==> src/rtl/muladd_vec.sv <==
// rtl/muladd_vec.sv - pipelined multi-lane unsigned multiply-add / multiply-accumulate unit
//
// Ports:
//   clock, reset        rising-edge clock, synchronous active-high reset
//   in_valid/in_ready   input beat handshake (in_ready = not stalled)
//   mode, acc_clear     per-beat operation select, travels with the beat
//   a, b, c             LANES packed operands, lane i at [i*WIDTH +: WIDTH]
//   out_valid/out_ready result beat handshake
//   y                   LANES packed results, registered
module muladd_vec #(
   parameter int WIDTH  = 8,
   parameter int LANES  = 4,
   parameter int STAGES = 2
) (
   input  logic                     clock,
   input  logic                     reset,
   input  logic                     in_valid,
   output logic                     in_ready,
   input  logic [1:0]               mode,
   input  logic                     acc_clear,
   input  logic [LANES*WIDTH-1:0]   a,
   input  logic [LANES*WIDTH-1:0]   b,
   input  logic [LANES*WIDTH-1:0]   c,
   output logic                     out_valid,
   input  logic                     out_ready,
   output logic [LANES*WIDTH-1:0]   y
);

   localparam int VW = LANES * WIDTH;
   localparam int LS = STAGES - 1;

   logic stall;

   // The whole pipeline freezes only when a finished beat cannot leave.
   assign stall    = out_valid & ~out_ready;
   assign in_ready = ~stall;

   // Products are formed at capture; only the accumulator add is deferred
   // to the final stage so back-to-back accumulate beats chain correctly.
   logic [VW-1:0] in_prod;
   logic [1:0]    in_mode;

   always_comb begin
      in_prod = '0;
      for (int i = 0; i < LANES; i++) begin
         in_prod[i*WIDTH +: WIDTH] = a[i*WIDTH +: WIDTH] * b[i*WIDTH +: WIDTH];
      end
   end

   assign in_mode = (mode == 2'b11) ? 2'b00 : mode;

   // Stage 0 is the capture register; stage STAGES-1 feeds the output register.
   logic          st_valid [STAGES];
   logic [1:0]    st_mode  [STAGES];
   logic          st_clr   [STAGES];
   logic [VW-1:0] st_prod  [STAGES];
   logic [VW-1:0] st_c     [STAGES];

   always_ff @(posedge clock) begin
      if (reset) begin
         for (int s = 0; s < STAGES; s++) begin
            st_valid[s] <= 1'b0;
         end
      end else if (!stall) begin
         st_valid[0] <= in_valid;
         st_mode[0]  <= in_mode;
         st_clr[0]   <= acc_clear;
         st_prod[0]  <= in_prod;
         st_c[0]     <= c;
         for (int s = 1; s < STAGES; s++) begin
            st_valid[s] <= st_valid[s-1];
            st_mode[s]  <= st_mode[s-1];
            st_clr[s]   <= st_clr[s-1];
            st_prod[s]  <= st_prod[s-1];
            st_c[s]     <= st_c[s-1];
         end
      end
   end

   logic [VW-1:0] acc;
   logic [VW-1:0] acc_next;
   logic [VW-1:0] y_next;

   always_comb begin
      y_next   = '0;
      acc_next = acc;
      for (int i = 0; i < LANES; i++) begin
         case (st_mode[LS])
            2'b01: begin
               acc_next[i*WIDTH +: WIDTH] =
                  (st_clr[LS] ? {WIDTH{1'b0}} : acc[i*WIDTH +: WIDTH])
                  + st_prod[LS][i*WIDTH +: WIDTH];
               y_next[i*WIDTH +: WIDTH] = acc_next[i*WIDTH +: WIDTH];
            end
            2'b10: begin
               y_next[i*WIDTH +: WIDTH] = st_prod[LS][i*WIDTH +: WIDTH];
            end
            default: begin
               y_next[i*WIDTH +: WIDTH] = st_prod[LS][i*WIDTH +: WIDTH]
                                          + st_c[LS][i*WIDTH +: WIDTH];
            end
         endcase
      end
   end

   // y and the accumulators only move when a real beat enters the output
   // register; bubbles advance out_valid but leave both untouched.
   always_ff @(posedge clock) begin
      if (reset) begin
         out_valid <= 1'b0;
         y         <= '0;
         acc       <= '0;
      end else if (!stall) begin
         out_valid <= st_valid[LS];
         if (st_valid[LS]) begin
            y   <= y_next;
            acc <= acc_next;
         end
      end
   end

endmodule
==> config.mk <==
export PLATFORM = sky130hd
export DESIGN_NAME = muladd_vec
export DESIGN_NICKNAME = d
export VERILOG_FILES = /design/src/rtl/muladd_vec.sv
export SDC_FILE = /design/constraint.sdc
export NUM_CORES = 1
export LEC_CHECK = 0
export ABC_AREA = 1
export BUFFER_PORTS_ARGS = -buffer_cell sky130_fd_sc_hd__buf_2
export CORE_MARGIN = 5
export CORE_UTILIZATION = 35
export CTS_CLUSTER_DIAMETER = 50
export DETAILED_ROUTE_END_ITERATION = 10
export GPL_TIMING_DRIVEN = 0
export PLACE_DENSITY = 0.56
export SLEW_MARGIN = 10
export SYNTH_ARGS = -nofsm -noshare
export SYNTH_HDL_FRONTEND = slang
export SYNTH_SLANG_ARGS = --single-unit
==> constraint.sdc <==
create_clock -name clock -period 8.38 [get_ports clock]
set_input_delay 1.257 -clock clock [delete_from_list [all_inputs] [get_ports clock]]
set_output_delay 1.257 -clock clock [all_outputs]
set_load 0.05 [all_outputs]
==> metrics.yaml, run 1 <==
logic_synthesis:
  synth_cells: 1750
  synth_edf_count: 136
  synthFlopType: "edfxtp_1"
  yosysSeqAreaShare_pct: 38.3
  synth_top_cell_by_area: "edfxtp_1"
  yosys_register_bits: 201
  syn_area_um2: 14100
  synth_area_leaders: "edfxtp_1 (29%), nand2_1 (13%), ha_1 (11%)"
  yosys.area.top_type_share_pct: 29.0
  syn-num-nets: 2031
  ys_types: 32
  ys_warn_count: 0
  avgSynthCellArea_um2: 8.04
  synthArstFlopShare_pct: 0
drt:
  routed_wl_um: 36700
  drcViolationCount: 0
  via_count: 11400
  first_pass_iters: 5
  post_drt_wl_per_cell_um: 14.9
  ant_nets: 0
  avgViaCountPerCell: 4.65
  drtIter0Drc: 736
finish:
  final_common_cell: "nand2_1"
  utilization_pct: 41.3
  antennaDiodeCount: 0
  area_delta_synth_final_pct: 16.6
  nets: 2191
  layout.cells.most_common_list: "nand2_1 (503), inv_1 (368), buf_2 (140)"
  drive_gt1_share_pct: 10.7
  fillers: 4042
worst_setup_path:
  cp-start-kind: "input port"
  reg2reg_to: "y[12]"
  cp-endpoint: "st_prod[0][15]"
  critPathLaunch: "a[9]"
  critical_path_depth: 17
  slowest_stage: "fa_1"
  critPathMaxStageDelay_ns: 0.56
  reg2reg_slack_ns: 5.26
  critPathKind: "input port to register"
  crit_fanout: 7
  path_cells: "buf_2 > nand2_1 > inv_1 > fa_1 > inv_1 > fa_1 > fa_1 > fa_1 > inv_1 > ha_1 > a21oi_1 > nand2_1 > xor2_1 > xor2_1 > inv_1 > nand2_1 > nand2_1"
  cp_num_buf_inv: 5
  rr_startpoint: "st_clr[0][1]"
  critPathRequiredTime_ns: 8.66
  cp.arrival_ns: 4.75
  cpLargestDelayFamily: "adder cells"
  reg2regPathDepth: 12
  end_kind: "register"
sta:
  fmax_mhz: 224
  finalHoldViolations: 0
  rsz0062_at_grt: "no"
  maxSlewHeadroom_pct: 38.1
  slew_violations: 0
  period_minus_slack_ns: 4.46
  fin_crit_sh_pct: 53.3
  tightestPinTransition_ns: 0.929
  setup_viol: 0
  skew_ns: 0.0226
power_and_ir_drop:
  ir_drop_mv: 0.151
  p_per_area_nw_per_um2: 207
  leakagePower_nw: 8.51
  power_mw: 3.40
worst_hold_path:
  min-delay-path-class: "register to register"
  hold_path_depth: 0
floorplan:
  pin_count: 137
  initial_core_util_pct: 35.4
  num_rows: 73
  die_area_um2: 44300
  die_w_um: 211
  dieHeight_um: 211
  core_area_um2: 39700
outcome:
  outcome: "completed"
clock_tree:
  clk_pin_slew_ns: 0.06
  cts_hold_buf: 0
  cts_root_buffer: "clkbuf_16"
  h-tree-depth: 1
  insertion_delay_ns: 0.56
  clock-sinks: 201
  cts-buffers-inserted: 30
  postCtsSetupBuffers: 0
  clk_path_buf_depth: 3
  post_cts_resized: 0
  cts_tree: "built"
placement:
  io_buffers: 124
  gp_congestion: 0.872
  hpwl_um: 28200
global_route:
  grt.overflow.total: 0
  grt_usage_pct: 16.5
  grt_antenna_before_repair: 0
  grt_pass1_wl_um: 58600
  grt_pass1_vias: 11100
  grt_start_max_net_pins: 34
flow_run:
  cap_viol_max_count: 0
[Yosys cell counts (all sizes together), types with 2 or more instances]
cell      n
xor2     32
nand3   112
or2       6
a21oi   107
inv     371
buf      23
nand3b    6
a211oi    2
xnor2    34
dfxtp    65
fa       56
a31oi     4
nand4    23
a22o      4
clkbuf   23
ha      122
o211ai    3
nor2     64
edfxtp  136
o21ai    51
nand2   503
[metal layers]
metal	part of all wire (%)	GRT usage (%)	wire, um	up-vias
li1	-	-	-	5825
met1	46	22.6	16900	5297
met2	46	26.6	16700	261
met3	6.2	3.59	2270	46
met4	2.1	4.11	771	0
met5	0	0	0	-
[cell type report]
type,instances,area (um2),share of cell area (%)
buffer,46,208,1.27
clock buffer,38,811,4.94
clock inverter,18,163,0.991
inverter,371,1400,8.50
multi-input combinational,1132,7100,43.2
sequential,201,5390,32.8
tap,525,657,4.00
timing repair buffer,128,701,4.27
[worst register-to-register path, cell delays in order (launching register included)]
cell      delay (ns)
edfxtp_1        0.38
clkbuf_1        0.49
clkbuf_1        0.53
nor2_1          0.12
ha_1            0.25
fa_1            0.47
nand3_1         0.12
nand3_1         0.08
or2_2           0.29
nand3_1         0.08
nand2_1         0.06
nand2_1         0.07
a21oi_1         0.05
[state kept, by name, indices dropped and copies added, names as in the netlist]
register,cells
st_c,64
st_prod,64
acc,32
y,32
st_mode,4
st_clr,2
st_valid,2
out_valid,1
[power breakdown]
part           switching (mW)  total [mW]  internal (mW)
clock network           0.488        1.19          0.703
logic                   0.606       0.950          0.344
registers              0.0616        1.26           1.20
[metrics by stage]
| stage | area (um2) | setup TNS, ns | hold WS (ns) | worst slack [ns] | instances |
|---|---|---|---|---|---|
| 2_1_floorplan | 14100 | 0 | 0.400 | 0.652 | 1750 |
| 3_5_place_dp | 15400 | 0 | 0.405 | 3.31 | 2403 |
| 5_1_grt | 16400 | 0 | 0.418 | 3.66 | 2459 |
| 6_report | 16400 | 0 | 0.412 | 3.92 | 2459 |
| 3_3_place_gp | 15400 | -226.75 | 0.401 | -1.77 | 2399 |
| 4_1_cts | 16400 | 0 | 0.414 | 3.90 | 2459 |
[worst min path at each step]
stage                           endpoint           start  slack (ns)
after floorplan              st_c[0][32]      st_c[0][0]        0.40
after global placement    st_prod[0][36]   st_prod[0][4]        0.40
after detailed placement  st_prod[0][32]   st_prod[0][0]        0.40
after CTS                 st_prod[0][62]  st_prod[0][30]        0.41
after global routing      st_prod[0][32]   st_prod[0][0]        0.42
final                     st_prod[0][38]   st_prod[0][6]        0.41
[cells by family (layout without fill, tap and decap cells)]
| logic type | Yosys count | after routing | share of synthesized area (%) |
|---|---|---|---|
| xor gates and xnor gates | 66 | 66 | 4.11 |
| DFF | 201 | 201 | 38.3 |
| and+or+nand+nor | 714 | 714 | 21.0 |
| AOI/OAI and AO/OA | 174 | 174 | 6.46 |
| adders and majority gates | 178 | 178 | 18.8 |
| buffers and inverters | 417 | 601 | 11.4 |
No activity file was read; power rests on OpenSTA's default activity.
==> run 2, diff against run 1 <==
clock period = 4.6 ns   (was 8.38 ns; I/O delays follow)
==> run 2 against run 1 <==
  * Sequential power increased by 83%
  * Sequential share of layout area about the same
  * Wire length up 0.27%
  * Critical path type unchanged
  * Highest routed layer unchanged
==> metrics.yaml, run 2 (same netlist as run 1, synthesis figures left out) <==
floorplan:
  initial_core_util_pct: 35.4  # unchanged
  dieHeight_um: 211  # unchanged
  core_area_um2: 39700  # unchanged
  die_area_um2: 44300  # unchanged
  die_w_um: 211  # unchanged
  pin_count: 137  # unchanged
  num_rows: 73  # unchanged
worst_setup_path:
  critPathRequiredTime_ns: 4.87  # was 8.66 ns
  cp.arrival_ns: 4.17  # was 4.75 ns
  critPathMaxStageDelay_ns: 0.56  # about the same
  crit_fanout: 6  # was 7
  critPathKind: "input port to register"  # unchanged
  cpLargestDelayFamily: "adder cells"  # unchanged
  end_kind: "register"  # unchanged
  cp-start-kind: "input port"  # unchanged
  slowest_stage: "fa_1"  # unchanged
  cp_num_buf_inv: 5  # unchanged
  path_cells: "buf_2 > nand2_1 > fa_1 > inv_1 > ha_1 > inv_1 > fa_1 > fa_1 > inv_1 > ha_1 > a21oi_1 > nand2_1 > xor2_1 > xor2_1 > inv_1 > nand2_1 > nand2_1"  # was buf_2 > nand2_1 > inv_1 > fa_1 > inv_1 > fa_1 > fa_1 > fa_1 > inv_1 > ha_1 > a21oi_1 > nand2_1 > xor2_1 > xor2_1 > inv_1 > nand2_1 > nand2_1
power_and_ir_drop:
  p_per_area_nw_per_um2: 378  # was 207 nW/um2
  leakagePower_nw: 8.48  # was 8.51 nW
  ir_drop_mv: 0.283  # was 0.151 mV
  power_mw: 6.21  # was 3.40 mW
placement:
  hpwl_um: 28300  # was 28,200 um
  io_buffers: 124  # unchanged
  gp_congestion: 0.888  # was 0.872
  placedCellCount: 2403  # unchanged
  dpl_worst_slack_ns: 0.121  # was 3.31 ns
global_route:
  grt.overflow.total: 0  # unchanged
  grt_pass1_wl_um: 58900  # was 58,600 um
  grt_pass1_vias: 11300  # was 11,100
  grt_usage_pct: 16.4  # was 16.5%
  grt_start_max_net_pins: 33  # was 34
  grt_antenna_before_repair: 1  # was 0
sta:
  fin_crit_sh_pct: 84.9
  maxSlewHeadroom_pct: 35.3  # was 38.1%
  period_minus_slack_ns: 3.90
  setup_viol: 0  # unchanged
  fmax_mhz: 256
  skew_ns: 0.00862  # was 0.0226 ns
  rsz0062_at_grt: "no"  # unchanged
  tns_ns: 0  # unchanged
  tightestPinTransition_ns: 0.970  # was 0.929 ns
  finalHoldViolations: 0  # unchanged
  timing.final.ws_setup_ns: 0.696  # was 3.92 ns
  slew_violations: 0  # unchanged
outcome:
  outcome: "completed"  # unchanged
clock_tree:
  cts-buffers-inserted: 29  # was 30
  clk_pin_slew_ns: 0.06  # about the same
  post_cts_resized: 0  # unchanged
  clk_path_buf_depth: 3  # unchanged
  cts_tree: "built"  # unchanged
  clock-sinks: 201  # unchanged
  cts_root_buffer: "clkbuf_16"  # unchanged
  cts_hold_buf: 0  # unchanged
  h-tree-depth: 1  # unchanged
  postCtsSetupBuffers: 0  # unchanged
  insertion_delay_ns: 0.54  # was 0.56 ns
finish:
  reg_top3: "st_c (64), st_prod (64)"  # unchanged
  drive_gt1_share_pct: 10.6  # was 10.7%
  area_delta_synth_final_pct: 16.5  # was 16.6%
  nets: 2190  # was 2,191
  final_common_cell: "nand2_1"  # unchanged
  stdcell_count: 2457  # was 2,459
  layout.cells.most_common_list: "nand2_1 (503), inv_1 (368), buf_2 (140)"  # unchanged
drt:
  first_pass_iters: 5  # unchanged
  post_drt_wl_per_cell_um: 15.0  # was 14.9 um
  drcViolationCount: 0  # unchanged
  avgViaCountPerCell: 4.65  # about the same
  drtIter0Drc: 761  # was 736
  ant_nets: 0  # unchanged
  via_count: 11400  # about the same
  routed_wl_um: 36800  # was 36,700 um
worst_hold_path:
  min-delay-path-class: "input port to register"  # was register to register
flow_run:
  cap_viol_max_count: 0  # unchanged
==> run 2: cell types whose count changed in the layout (fill, tap and decap cells not counted), sizes merged <==
cell / previous run / this run
clkinvlp: 1 / 8
clkinv: 9 / 3
clkbuf: 61 / 57
bufinv: 0 / 2
inv: 379 / 377
diode: 0 / 1
==> run 2: worst paths after layout <==
path                              startpoint  cells after the start              to  slack (ns)
worst min-delay path                   c[24]                      1     st_c[0][24]        0.33
worst min register to register    st_c[0][2]                      0     st_c[0][34]        0.41
worst max register to register  st_clr[0][1]                     12           y[12]        1.45
worst max-delay path                   a[10]                     17  st_prod[0][15]        0.70
==> run 2: per-stage QoR <==
step / util, % / area [um2] / hold slack (ns)
final: 41.3 / 16400 / 0.325
after global routing: 41.3 / 16400 / 0.302
after CTS: 41.3 / 16400 / 0.300
after detailed placement: 38.9 / 15400 / 0.405
after global placement: 38.7 / 15400 / 0.402
after floorplan: - / 14100 / 0.400
==> run 2: power breakdown <==
group	total [mW]	switching (mW)	internal, mW
clock network	2.17	0.862	1.31
registers	2.30	0.113	2.19
logic	1.73	1.10	0.629
total	6.21	2.08	4.13
==> run 2: layout make-up <==
cell class	instances	area, um2
Sequential cell	201	5390
Inverter	371	1400
Clock inverter	19	208
Multi-Input combinational cell	1132	7100
Clock buffer	34	754
Buffer	46	208
Fill cell	4055	23300
Timing Repair Buffer	128	701
Antenna cell	1	2.50
Tap cell	525	657
==> run 2: layer usage <==
metal / GRT usage [%] / routed length (um)
met3: 3.16 / 2310
met5: 0 / 0
met2: 26.7 / 16800
met4: 3.53 / 621
met1: 22.9 / 17100
==> run 3, diff against run 2 <==
clock period = 3.6 ns   (was 4.6 ns; I/O delays follow)
==> run 3 against run 2 <==
  * Die area unchanged
  * Wire length is 3.1% lower
  * First-iteration DRC count shrank 11%
  * Sequential cell count unchanged
  * Clock power increased by 23%
  * Critical path depth is the same
  * Cell area grew 1.1%
  * Clock skew increased by 0.0079 ns
  * Register-to-register slack worse by 0.89 ns
==> metrics.yaml, run 3 (same netlist as run 1, synthesis figures left out) <==
floorplan:
  die_area_um2: 44300  # unchanged
  pin_count: 137  # unchanged
  core_area_um2: 39700  # unchanged
  initial_core_util_pct: 35.4  # unchanged
  num_rows: 73  # unchanged
  die_w_um: 211  # unchanged
  dieHeight_um: 211  # unchanged
drt:
  met2_length_um: 16600  # was 16,800 um
  drcViolationCount: 0  # unchanged
  maxUsedRoutingLayer: "met4"  # unchanged
  wl_met1_um: 16000  # was 17,100 um
  post_drt_wl_per_cell_um: 14.5  # was 15.0 um
  drtIter0Drc: 674  # was 761
  routed_wl_um: 35700  # was 36,800 um
  first_pass_iters: 5  # unchanged
  dr_wl_met3_um: 2250  # was 2310 um
  ant_nets: 0  # unchanged
  avgViaCountPerCell: 4.63  # was 4.65
  via_count: 11400  # about the same
worst_setup_path:
  critPathKind: "input port to register"  # unchanged
  cp-start-kind: "input port"  # unchanged
  crit_fanout: 5  # was 6
  critPathRequiredTime_ns: 3.90  # was 4.87 ns
  end_kind: "register"  # unchanged
  cp.arrival_ns: 3.78  # was 4.17 ns
clock_tree:
  cts_hold_buf: 0  # unchanged
  cts_tree: "built"  # unchanged
  clk_path_buf_depth: 3  # unchanged
  cts_root_buffer: "clkbuf_16"  # unchanged
  clock-sinks: 201  # unchanged
  clk_pin_slew_ns: 0.06  # about the same
  insertion_delay_ns: 0.55  # was 0.54 ns
  h-tree-depth: 1  # unchanged
  cts-buffers-inserted: 27  # was 29
sta:
  maxSlewHeadroom_pct: 37.8  # was 35.3%
  fin_crit_sh_pct: 96.7
  rsz0062_at_grt: "yes"  # was no
  setup_viol: 0  # unchanged
  skew_ns: 0.0165  # was 0.00862 ns
  fmax_mhz: 287
  period_minus_slack_ns: 3.48
  slew_violations: 0  # unchanged
  timing.final.ws_setup_ns: 0.118  # was 0.696 ns
  finalHoldViolations: 0  # unchanged
  tightestPinTransition_ns: 0.933  # was 0.970 ns
power_and_ir_drop:
  p_sw_mw: 2.61  # was 2.08 mW
  intPower_mw: 5.33  # was 4.13 mW
  p_clk_share_pct: 33.5  # was 35.0%
  ir_drop_mv: 0.282  # was 0.283 mV
  p_sw_share_pct: 32.8  # was 33.5%
  seq_power_share_pct: 37.0  # was 37.1%
  leakagePower_nw: 8.49  # was 8.48 nW
  p_comb_share_pct: 29.5  # was 27.9%
  p_per_area_nw_per_um2: 479  # was 378 nW/um2
global_route:
  grt_pass1_vias: 11100  # was 11,300
  grt_antenna_before_repair: 0  # was 1
  grt.overflow.total: 0  # unchanged
  grt_usage_pct: 15.9  # was 16.4%
  grt_pass1_wl_um: 56800  # was 58,900 um
  grt_start_max_net_pins: 33  # unchanged
placement:
  hpwl_um: 27400  # was 28,300 um
  io_buffers: 124  # unchanged
  gp_congestion: 0.889  # was 0.888
  dpl_worst_slack_ns: -0.518  # was 0.121 ns
  dpl_cell_area_um2: 15600  # was 15,400 um2
finish:
  fin_area_um2: 16600  # was 16,400 um2
  drive_gt1_share_pct: 12.6  # was 10.6%
  layout.cells.most_common_list: "nand2_1 (497), inv_1 (357), edfxtp_1 (136)"  # was nand2_1 (503), inv_1 (368), buf_2 (140)
  reg_top3: "st_c (64), st_prod (64)"  # unchanged
  final_common_cell: "nand2_1"  # unchanged
  nets: 2190  # unchanged
  area_delta_synth_final_pct: 17.8  # was 16.5%
flow_run:
  cap_viol_max_count: 0  # unchanged
outcome:
  outcome: "completed"  # unchanged
worst_hold_path:
  min-delay-path-class: "input port to register"  # unchanged
## run 3: cell types whose count changed in the layout (fill, tap and decap cells not counted), moves of 6 or more
| cell | change |
|---|---|
| nand2_1 | -6 |
| buf_2 | -9 |
| clkinvlp_4 | -8 |
| ha_1 | -9 |
| fa_2 | +7 |
| inv_1 | -11 |
| inv_2 | +11 |
| ha_4 | +9 |
| fa_1 | -7 |
| nand2_2 | +6 |
## run 3: area by class of cell
class                      count  area (um2)
clock inverter                15         150
antenna                        1        2.50
fill                        4069       23100
tap                          525         657
multi-input combinational   1132        7270
timing repair buffer         130         756
inverter                     371        1400
buffer                        46         223
clock buffer                  35         751
sequential                   201        5390
## run 3: power groups by stage
stage	clock network, mW	logic (mW)	registers, mW
CTS	2.74	2.35	2.94
detailed placement	0	2.33	2.99
global placement	0	2.27	2.99
finish	2.66	2.35	2.94
global route	2.84	2.68	2.96
floorplan	0	1.65	3.03
## run 3: metrics by stage
step	cells	utilization, %	total power, mW	hold slack, ns	setup TNS, ns
3_3_place_gp	2399	39.1	5.26	0.401	-70.62
6_report	2456	41.7	7.94	0.164	0
3_5_place_dp	2403	39.3	5.32	0.405	-1.45
2_1_floorplan	1750	-	4.68	0.400	-0.00217
5_1_grt	2455	41.7	8.49	0.144	-0.00966
4_1_cts	2453	41.6	8.03	0.134	0
## run 3: path summary, 6_finish.rpt
kind | start | endpoint | slack (ns) | depth (start not counted)
setup / recovery | a[11] | st_prod[0][15] | 0.12 | 17
hold / removal | c[23] | st_c[0][23] | 0.16 | 1
setup reg to reg | st_clr[0][1] | y[12] | 0.56 | 12
hold reg to reg | st_c[0][4] | st_c[0][36] | 0.41 | 0
## run 3: metal layers
layer	global-route usage [%]	vias up
li1	-	5831
met1	21.3	5223
met2	26.7	260
met3	2.89	51
met4	4.09	0
met5	0	-
## run 3: what timing repair did
item / in CTS / in global routing
endpoints found under the setup margin: 0 / 2
resized for setup: 0 / 21
buffers inserted: 0 / 2
## run 3: worst max-delay path, cell delays in order
cell,delay [ns]
buf_2,0.14
nand2_1,0.08
fa_1,0.52
inv_1,0.05
ha_1,0.28
inv_2,0.04
fa_1,0.47
fa_1,0.57
inv_2,0.06
ha_4,0.25
a21oi_2,0.14
nand2_2,0.09
xor2_1,0.16
xor2_1,0.21
inv_1,0.06
nand2_1,0.06
nand2_1,0.05
